### src/rtl/usr_pkg.sv
// Shared encodings for the sequenced universal shift register: operation codes,
// FSM state values and the zero-step classification used when an operation is accepted.
package usr_pkg;

  localparam logic [2:0] MODE_HOLD = 3'b000;
  localparam logic [2:0] MODE_SHR  = 3'b001;
  localparam logic [2:0] MODE_SHL  = 3'b010;
  localparam logic [2:0] MODE_ROR  = 3'b011;
  localparam logic [2:0] MODE_ROL  = 3'b100;
  localparam logic [2:0] MODE_LOAD = 3'b101;
  localparam logic [2:0] MODE_ASR  = 3'b110;
  localparam logic [2:0] MODE_RSVD = 3'b111;

  localparam logic [1:0] ST_IDLE = 2'd0;
  localparam logic [1:0] ST_RUN  = 2'd1;
  localparam logic [1:0] ST_DONE = 2'd2;

  // HOLD/reserved never step; shifts with a zero count have nothing to do; LOAD always steps once.
  function automatic logic is_zero_step(input logic [2:0] m, input logic cnt_zero);
    return (m == MODE_HOLD) || (m == MODE_RSVD) || ((m != MODE_LOAD) && cnt_zero);
  endfunction

endpackage

### src/rtl/usr_step.sv
// Single-step next-value function of the universal shift register (purely combinational).
module usr_step
  import usr_pkg::*;
#(
  parameter int WIDTH = 8
) (
  input  logic [2:0]       mode_i,
  input  logic [WIDTH-1:0] cur_i,
  input  logic             ser_in_msb_i,
  input  logic             ser_in_lsb_i,
  input  logic [WIDTH-1:0] load_i,
  output logic [WIDTH-1:0] nxt_o
);

  always_comb begin
    nxt_o = cur_i;
    case (mode_i)
      MODE_SHR:  nxt_o = {ser_in_msb_i, cur_i[WIDTH-1:1]};
      MODE_SHL:  nxt_o = {cur_i[WIDTH-2:0], ser_in_lsb_i};
      MODE_ROR:  nxt_o = {cur_i[0], cur_i[WIDTH-1:1]};
      MODE_ROL:  nxt_o = {cur_i[WIDTH-2:0], cur_i[WIDTH-1]};
      MODE_LOAD: nxt_o = load_i;
      MODE_ASR:  nxt_o = {cur_i[WIDTH-1], cur_i[WIDTH-1:1]};
      default:   nxt_o = cur_i;
    endcase
  end

endmodule

### src/rtl/usr_seq.sv
// Universal shift register with a multi-step sequencer: one start performs a load or
// N shift/rotate steps, one per clock, then pulses done for a single cycle.
module usr_seq
  import usr_pkg::*;
#(
  parameter int WIDTH = 8,
  parameter int CNT_W = $clog2(2*WIDTH+1)
) (
  input  logic             clk,
  input  logic             clr_n,
  input  logic             start,
  input  logic [2:0]       mode,
  input  logic [CNT_W-1:0] count,
  input  logic [WIDTH-1:0] data_in,
  input  logic             ser_in_msb,
  input  logic             ser_in_lsb,
  output logic [WIDTH-1:0] out,
  output logic             ser_out_msb,
  output logic             ser_out_lsb,
  output logic             busy,
  output logic             done
);

  logic [1:0]       state_q, state_d;
  logic [2:0]       mode_q,  mode_d;
  logic [CNT_W-1:0] cnt_q,   cnt_d;
  logic [WIDTH-1:0] data_q,  data_d;
  logic [WIDTH-1:0] out_q,   out_d;
  logic [WIDTH-1:0] step_nxt;

  usr_step #(.WIDTH(WIDTH)) u_step (
    .mode_i       (mode_q),
    .cur_i        (out_q),
    .ser_in_msb_i (ser_in_msb),
    .ser_in_lsb_i (ser_in_lsb),
    .load_i       (data_q),
    .nxt_o        (step_nxt)
  );

  always_comb begin
    state_d = state_q;
    mode_d  = mode_q;
    cnt_d   = cnt_q;
    data_d  = data_q;
    out_d   = out_q;
    if (state_q == ST_RUN) begin
      out_d = step_nxt;
      cnt_d = cnt_q - CNT_W'(1);
      if (cnt_q <= CNT_W'(1)) state_d = ST_DONE;
    end else begin
      // IDLE and DONE both accept a new request; DONE otherwise falls back to IDLE.
      state_d = ST_IDLE;
      if (start) begin
        mode_d  = mode;
        data_d  = data_in;
        cnt_d   = (mode == MODE_LOAD) ? CNT_W'(1) : count;
        state_d = is_zero_step(mode, count == '0) ? ST_DONE : ST_RUN;
      end
    end
  end

  always_ff @(posedge clk or negedge clr_n) begin
    if (!clr_n) begin
      state_q <= ST_IDLE;
      mode_q  <= '0;
      cnt_q   <= '0;
      data_q  <= '0;
      out_q   <= '0;
    end else begin
      state_q <= state_d;
      mode_q  <= mode_d;
      cnt_q   <= cnt_d;
      data_q  <= data_d;
      out_q   <= out_d;
    end
  end

  assign out         = out_q;
  assign ser_out_msb = out_q[WIDTH-1];
  assign ser_out_lsb = out_q[0];
  assign busy        = (state_q == ST_RUN);
  assign done        = (state_q == ST_DONE);

endmodule
### config.mk
export PLATFORM = sky130hd
export DESIGN_NAME = usr_seq
export DESIGN_NICKNAME = d
export VERILOG_FILES = /design/src/rtl/usr_pkg.sv /design/src/rtl/usr_step.sv /design/src/rtl/usr_seq.sv
export SDC_FILE = /design/constraint.sdc
export NUM_CORES = 1
export LEC_CHECK = 0
export ABC_AREA = 1
export BUFFER_PORTS_ARGS = -buffer_cell sky130_fd_sc_hd__buf_4
export CAP_MARGIN = 20
export CORE_UTILIZATION = 38
export CTS_CLUSTER_SIZE = 14
export DETAILED_ROUTE_END_ITERATION = 8
export SYNTH_ARGS = -nofsm -noshare
export SYNTH_HDL_FRONTEND = slang
export SYNTH_HIERARCHICAL = 1
export SYNTH_SLANG_ARGS = --single-unit
### constraint.sdc
create_clock -name clk -period 1.15 [get_ports clk]
set_input_delay 0.23 -clock clk [delete_from_list [all_inputs] [get_ports clk]]
set_output_delay 0.23 -clock clk [all_outputs]
set_load 0.01 [all_outputs]
==> summary.txt, run 1 <==
Power
  – Clock Power Share: 10.7%
  – Register share of total power: 24.8%
  – Pwr/cell area: 2748 mW/mm^2
  – Peak supply drop: 1.064 mV
  – Switching Share: 44.23%
  – Leakage: 1.404 nW
  – Switch Pwr: 3.235 mW
  – Combinational Power Share: 64.6%
  – Internal: 4.078 mW

Hold path
  – Hold Path Class: input pin to register

Final layout
  – Leading cell type in the layout, fill and taps excluded: nand2_1
  – Filler cells: 433
  – Area Growth Syn to Fin: 50.42%
  – Antenna diode count: 0
  – Nets: 363
  – Layout cell share with drive strength beyond 1: 37.17%
  – Most frequent cells in the layout: nand2_1, buf_4, nand4_1, buf_6, dfrtp_1

Timing
  – Slew @ Worst Pin: 0.3507 ns
  – Fmax: 759.4 MHz
  – Worst Clk Skew: 0.007348 ns
  – # setup viols final: 12
  – Setup TNS: -1.229 ns
  – Final hold slack: 0.1358 ns
  – Hold Vio Cnt, Final: 0
  – Fin. max-slew vios: 0
  – Worst setup margin: -0.1669 ns
  – Unrepaired setup endpoints after global routing: true
  – Slew HR: 76.62%
  – Fin crit period: 1.317 ns
  – Tcrit/Tclk final: 114.5%

Floorplanning
  – Core box area: 0.004414 mm^2
  – Row cnt: 24
  – # IOs: 33
  – Die width: 70.24 um
  – Total die area: 0.004933 mm^2
  – Die height: 70.24 um
  – Initial Utilization: 40.08%

Synth
  – Mapped cell area: 0.001769 mm^2
  – Yosys warnings: 6
  – Syn nets: 294
  – Yosys reg bits: 26
  – Mean Syn Cell Area: 6.528 um^2
  – Cells after synthesis: 271
  – Register area share after synthesis: 36.78%
  – Netlist cell types: 28

Critical path
  – CP Launch Type: register
  – Required @ worst endpoint: 1.37 ns
  – CP max FO: 6
  – Data arrival time of the worst path: 1.54 ns
  – Crit path capture type: register
  – Crit path kind: register to register

GRT
  – Initial antenna violation count: 0
  – Largest net degree at the start of global routing: 27
  – Global-route wire length before repair: 8473 um
  – GRT Overall Usage: 21.00%
  – Gr ovfl total: 0
  – Number of global-route vias before repair: 1802

Route
  – Routed Antenna Nets: 0
  – Wire per inst: 12.96 um
  – Via count: 1961
  – Drt pass-1 iters: 5
  – WL final: 5069 um
  – DRT iter0 DRCs: 163
  – DR DRC count: 0
  – Via density: 5.015

CTS
  – Sink Count: 26
  – CTS tree: done
  – Clock-pin slew of the registers on the worst-case setup and hold paths: 0.10 ns
  – Clock Tree Buf Depth: 2
  – Root Buffer: clkbuf_8
  – Clock Latency Late Sink: 0.28 ns
  – Cts bufs inserted: 3
  – CTS HTree Levels: 1

Place
  – Post-DP HPWL: 3440 um
  – Port Buffers: 32
  – Gpl congestion: 0.8240

Status
  – Failing checks: negative setup slack
  – Status: finished, violations left

Run
  – Max Cap Viol: 0
==> metrics by stage <==
stage	instance area [um^2]	util, %	instances	worst slack, ns	total power, mW
after detailed placement	2247	50.91	370	-0.2244	5.433
after global placement	2247	50.91	370	-0.2135	5.403
after CTS	2535	57.43	386	-0.1360	6.895
after global routing	2661	60.29	391	-0.2310	7.873
final	2661	60.29	391	-0.1669	7.313
after floorplan	1823	-	271	-0.004354	4.071
==> logic make-up (layout without fill, tap and decap cells) <==
| family | Yosys count | after routing | synth area share, % |
|---|---|---|---|
| and+or+nand+nor | 196 | 196 | 48.73 |
| adders and majority gates | 2 | 2 | 1.414 |
| AOI/OAI and AO/OA | 11 | 11 | 3.677 |
| buffers and inverters | 36 | 104 | 9.405 |
| DFF | 26 | 26 | 36.77 |
==> path summary, 6_finish.rpt <==
check,from,end,slack [ns],depth (start not counted)
min in group asynchronous,clr_n,out[0]$_DFFE_PN0P_,0.39,2
hold / removal,data_in[4],data_q[4]$_DFFE_PN0P_,0.14,3
hold reg to reg,data_q[0]$_DFFE_PN0P_,data_q[0]$_DFFE_PN0P_,0.49,2
max in group asynchronous,clr_n,out[6]$_DFFE_PN0P_,0.47,2
setup / recovery,mode_q[1]$_DFFE_PN0P_,out[5]$_DFFE_PN0P_,-0.17,9
setup reg to reg,mode_q[1]$_DFFE_PN0P_,out[5]$_DFFE_PN0P_,-0.17,9
==> power groups by stage <==
stage	clock, mW	combinational [mW]	sequential [mW]
finish	0.779	4.72	1.81
global route	0.832	5.17	1.87
CTS	0.800	4.30	1.79
detailed placement	0	3.64	1.79
global placement	0	3.62	1.78
floorplan	0	2.35	1.72
==> synth_stat cells (all sizes together) <==
| library cell | number | area [um^2] |
|---|---|---|
| buf | 9 | 61.31 |
| or2 | 2 | 12.52 |
| clkbuf | 5 | 20.01 |
| nor3 | 1 | 5.000 |
| a21boi | 1 | 7.510 |
| nand3 | 24 | 125.1 |
| o211ai | 3 | 22.52 |
| o21ai | 5 | 25.02 |
| nand4 | 24 | 150.1 |
| and2 | 1 | 6.260 |
| inv | 22 | 85.08 |
| dfrtp | 26 | 650.6 |
| nor2 | 23 | 98.84 |
| a21oi | 2 | 10.01 |
| ha | 2 | 25.02 |
| nand2 | 121 | 464.2 |
==> routing by layer <==
metal	wire (um)	GRT usage [%]	part of all wire, %	vias up
li1	-	-	-	1010
met1	2366	30.01	47	887
met2	2405	33.44	47	56
met3	227	2.597	4.5	8
met4	70	5.333	1.4	0
met5	0	0	0	-
==> critical path, stage by stage (launching register included) <==
cell and delay, ns:
dfrtp_2 0.46, buf_6 0.15, buf_6 0.12, nor2_4 0.17, nand2_1 0.09, nand2_1 0.07
inv_1 0.04, nand3_1 0.07, nand2_1 0.05, nand2_1 0.05
==> repair_timing <==
item / CTS / global route
pin swaps: 17 / 20
hold buffers: 1 / 0
endpoints found under the hold margin: 26 / 0
buffers inserted: 12 / 5
resized for setup: 39 / 26
setup endpoints to repair: 21 / 25
==> cell type report <==
| class | instances | area (um^2) | share of cell area, % |
|---|---|---|---|
| clock inverters | 1 | 30.03 | 1.128 |
| clock buffers | 3 | 41.29 | 1.551 |
| flip-flops and latches | 26 | 659.4 | 24.78 |
| well taps | 52 | 65.06 | 2.445 |
| inverters | 22 | 95.09 | 3.573 |
| repair buffers | 78 | 683.2 | 25.67 |
| multi-input cells | 209 | 1087 | 40.86 |
==> state kept, by name, summed over array words and instances (netlist names) <==
| register | flops |
|---|---|
| cnt_q | 5 |
| state_q | 2 |
| data_q | 8 |
| mode_q | 3 |
| out | 8 |
Note: power is estimated with default switching activity, not from simulation.
==> run 2: changes to the inputs <==
- ABC_AREA: 1 -> unset
- CORE_MARGIN: unset -> 2
==> run 2 against run 1 <==
The flow still finishes with violations (negative setup slack); die area is 0.17% lower; synthesized area is 5.9% lower; flip-flop and latch count stayed put; wire length is 1.6% higher; via count is 9.6% lower; global-route usage is 0.62 points lower; critical path depth is 2 lower.
==> summary.txt, run 2 <==
Route
  – Via density: 5.419
  – Drt pass-1 iters: 4
  – Routed Antenna Nets: 0
  – DRT iter0 DRCs: 110
  – WL final: 5151 um
  – DR DRC count: 0
  – Wire per inst: 15.75 um
  – Via count: 1772

Synth
  – Synth top area share: 39.10%
  – Most frequent cells after synthesis: nand2_1, dfrtp_1, nand2b_1, o22ai_1
  – EDFF count, synth: 0
  – Most common cell in the synthesized netlist: nand2_1
  – Main flop type after synthesis: dfrtp_1
  – Yosys warnings: 6
  – Synth area leaders: dfrtp_1, nand2_1, mux2_2, nand2b_1, o22ai_1
  – Mapped cell area: 0.001664 mm^2
  – Cells after synthesis: 200
  – Register area share after synthesis: 39.10%
  – Yosys reg bits: 26
  – Asr flop ratio synth: 100.0%
  – Netlist cell types: 41
  – Mean Syn Cell Area: 8.320 um^2
  – Largest area contributor in the synthesized netlist: dfrtp_1
  – Syn nets: 223

Final layout
  – Leading cell type in the layout, fill and taps excluded: buf_4
  – Antenna diode count: 0
  – Nets: 299
  – Layout cell share with drive strength beyond 1: 54.91%
  – Most frequent cells in the layout: buf_4, nand2_1, dfrtp_1, buf_6, nand2_2
  – Area Growth Syn to Fin: 67.52%

Critical path
  – Crit-path cells: buf_6, buf_16, nand2b_1, o21ai_0, a221o_1, nand2_1, nand2_1
  – Worst r2r src: mode_q[0]$_DFFE_PN0P_
  – Crit-path leading delay family: flip-flops
  – Data arrival time of the worst path: 1.68 ns
  – CP max FO: 7
  – Required @ worst endpoint: 1.37 ns
  – Crit path capture type: register
  – Critical Path Most Common Cell: nand2_1
  – Critical path buffer and inverter count: 2
  – CP Launch Type: register
  – CP max stage cell: dfrtp_2
  – Worst setup path startpoint: mode_q[0]$_DFFE_PN0P_
  – Crit path kind: register to register
  – CP peak stage delay: 0.45 ns

Power
  – Register share of total power: 23.3%
  – Combinational Power Share: 69.3%
  – Switch Pwr: 3.534 mW
  – Leakage: 1.309 nW
  – Clock Power Share: 7.4%
  – Switching Share: 42.33%
  – Pwr/cell area: 2994 mW/mm^2
  – Internal: 4.813 mW
  – Peak supply drop: 1.290 mV

CTS
  – Sink Count: 26
  – Clock Tree Buf Depth: 2
  – Cts bufs inserted: 3
  – Root Buffer: clkbuf_8
  – Clock-pin slew of the registers on the worst-case setup and hold paths: 0.09 ns
  – CTS tree: done
  – Clock Latency Late Sink: 0.28 ns
  – CTS HTree Levels: 1

Timing
  – Fin crit period: 1.457 ns
  – Slew HR: 73.33%
  – Worst setup margin: -0.3070 ns
  – Hold Vio Cnt, Final: 0
  – Fmax: 686.4 MHz
  – Worst Clk Skew: 0.003478 ns
  – Fin. max-slew vios: 0
  – Slew @ Worst Pin: 0.3957 ns
  – Tcrit/Tclk final: 126.7%
  – Setup TNS: -4.034 ns
  – # setup viols final: 28
  – Unrepaired setup endpoints after global routing: true

GRT
  – Largest net degree at the start of global routing: 27
  – Number of global-route vias before repair: 1697
  – Initial antenna violation count: 0
  – Gr ovfl total: 0
  – Global-route wire length before repair: 8059 um
  – GRT Overall Usage: 20.38%

Floorplanning
  – Total die area: 0.004925 mm^2
  – # IOs: 33
  – Die width: 70.18 um
  – Row cnt: 24
  – Die height: 70.18 um
  – Core box area: 0.004294 mm^2
  – Initial Utilization: 38.75%

Status
  – Failing checks: negative setup slack
  – Status: finished, violations left

Place
  – Post-DP HPWL: 3087 um
  – Gpl congestion: 0.7823
  – Setup WS pre-CTS: -0.2681 ns
  – Port Buffers: 32

Hold path
  – Min-delay src: data_in[5]
  – Hold Path Class: input pin to register

Run
  – Max Cap Viol: 0
[run 2: path summary, 6_finish.rpt]
check                      depth (start not counted)                     to  slack, ns
max                                                7     out[7]$_DFFE_PN0P_      -0.31
min                                                3  data_q[5]$_DFFE_PN0P_       0.13
max reg2reg                                        7     out[7]$_DFFE_PN0P_      -0.31
min reg2reg                                        2  data_q[2]$_DFFE_PN0P_       0.48
max in group asynchronous                          2   cnt_q[0]$_DFFE_PN0P_       0.46
min in group asynchronous                          2   cnt_q[2]$_DFFE_PN0P_       0.40
[run 2: cell families after synthesis]
| kind of cell | Yosys count | share of synthesized area (%) |
|---|---|---|
| simple gates | 104 | 28.80 |
| flops | 26 | 39.10 |
| mux | 8 | 5.188 |
| buf+inv | 20 | 7.293 |
| fa+ha+maj | 2 | 1.504 |
| compound gates | 40 | 18.12 |
[run 2: worst min-delay path, delay by kind of cell]
kind,cells,cell delay [ns]
buf+inv,1,0.08
simple gates,2,0.07
[run 2: power groups by stage]
stage | combinational (mW) | sequential (mW) | clock, mW
final | 5.78 | 1.95 | 0.616
after global routing | 6.21 | 2.01 | 0.680
after CTS | 5.03 | 1.87 | 0.633
after detailed placement | 3.95 | 1.81 | 0
after global placement | 3.92 | 1.80 | 0
after floorplan | 2.61 | 1.76 | 0
[run 2: metrics by stage]
| step | util [%] | std cells | total power, mW | area [um^2] | hold slack, ns |
|---|---|---|---|---|---|
| after floorplan | - | 200 | 4.366 | 1738 | -0.06559 |
| after global placement | 51.14 | 305 | 5.718 | 2196 | 0.1594 |
| after detailed placement | 51.14 | 305 | 5.761 | 2196 | 0.1660 |
| after CTS | 59.97 | 321 | 7.534 | 2575 | 0.1303 |
| after global routing | 64.92 | 327 | 8.895 | 2788 | 0.1296 |
| final | 64.92 | 327 | 8.347 | 2788 | 0.1301 |
[run 2: cell type report]
class / count / area, um^2
Clock buffer: 4 / 55.05
Fill cell: 354 / 1506
Inverter: 7 / 33.78
Multi-Input combinational cell: 155 / 1202
Sequential cell: 26 / 655.6
Tap cell: 52 / 65.06
Timing Repair Buffer: 83 / 775.7
[run 2: what timing repair did]
| item | in CTS | in global routing |
|---|---|---|
| cloned | 3 | 1 |
| pin swaps | 15 | 15 |
| hold buffers | 1 | 0 |
| hold endpoints to repair | 26 | 0 |
| endpoints found under the setup margin | 38 | 38 |
| setup buffers | 8 | 5 |
| gates resized for setup | 47 | 42 |
[run 2: per-layer routing]
metal | share of wire, % | up-vias | track usage [%]
met5 | 0 | - | 0
met3 | 3.6 | 10 | 2.597
li1 | - | 857 | -
met1 | 44 | 855 | 28.28
met4 | 2.2 | 0 | 6.838
met2 | 50 | 50 | 32.91
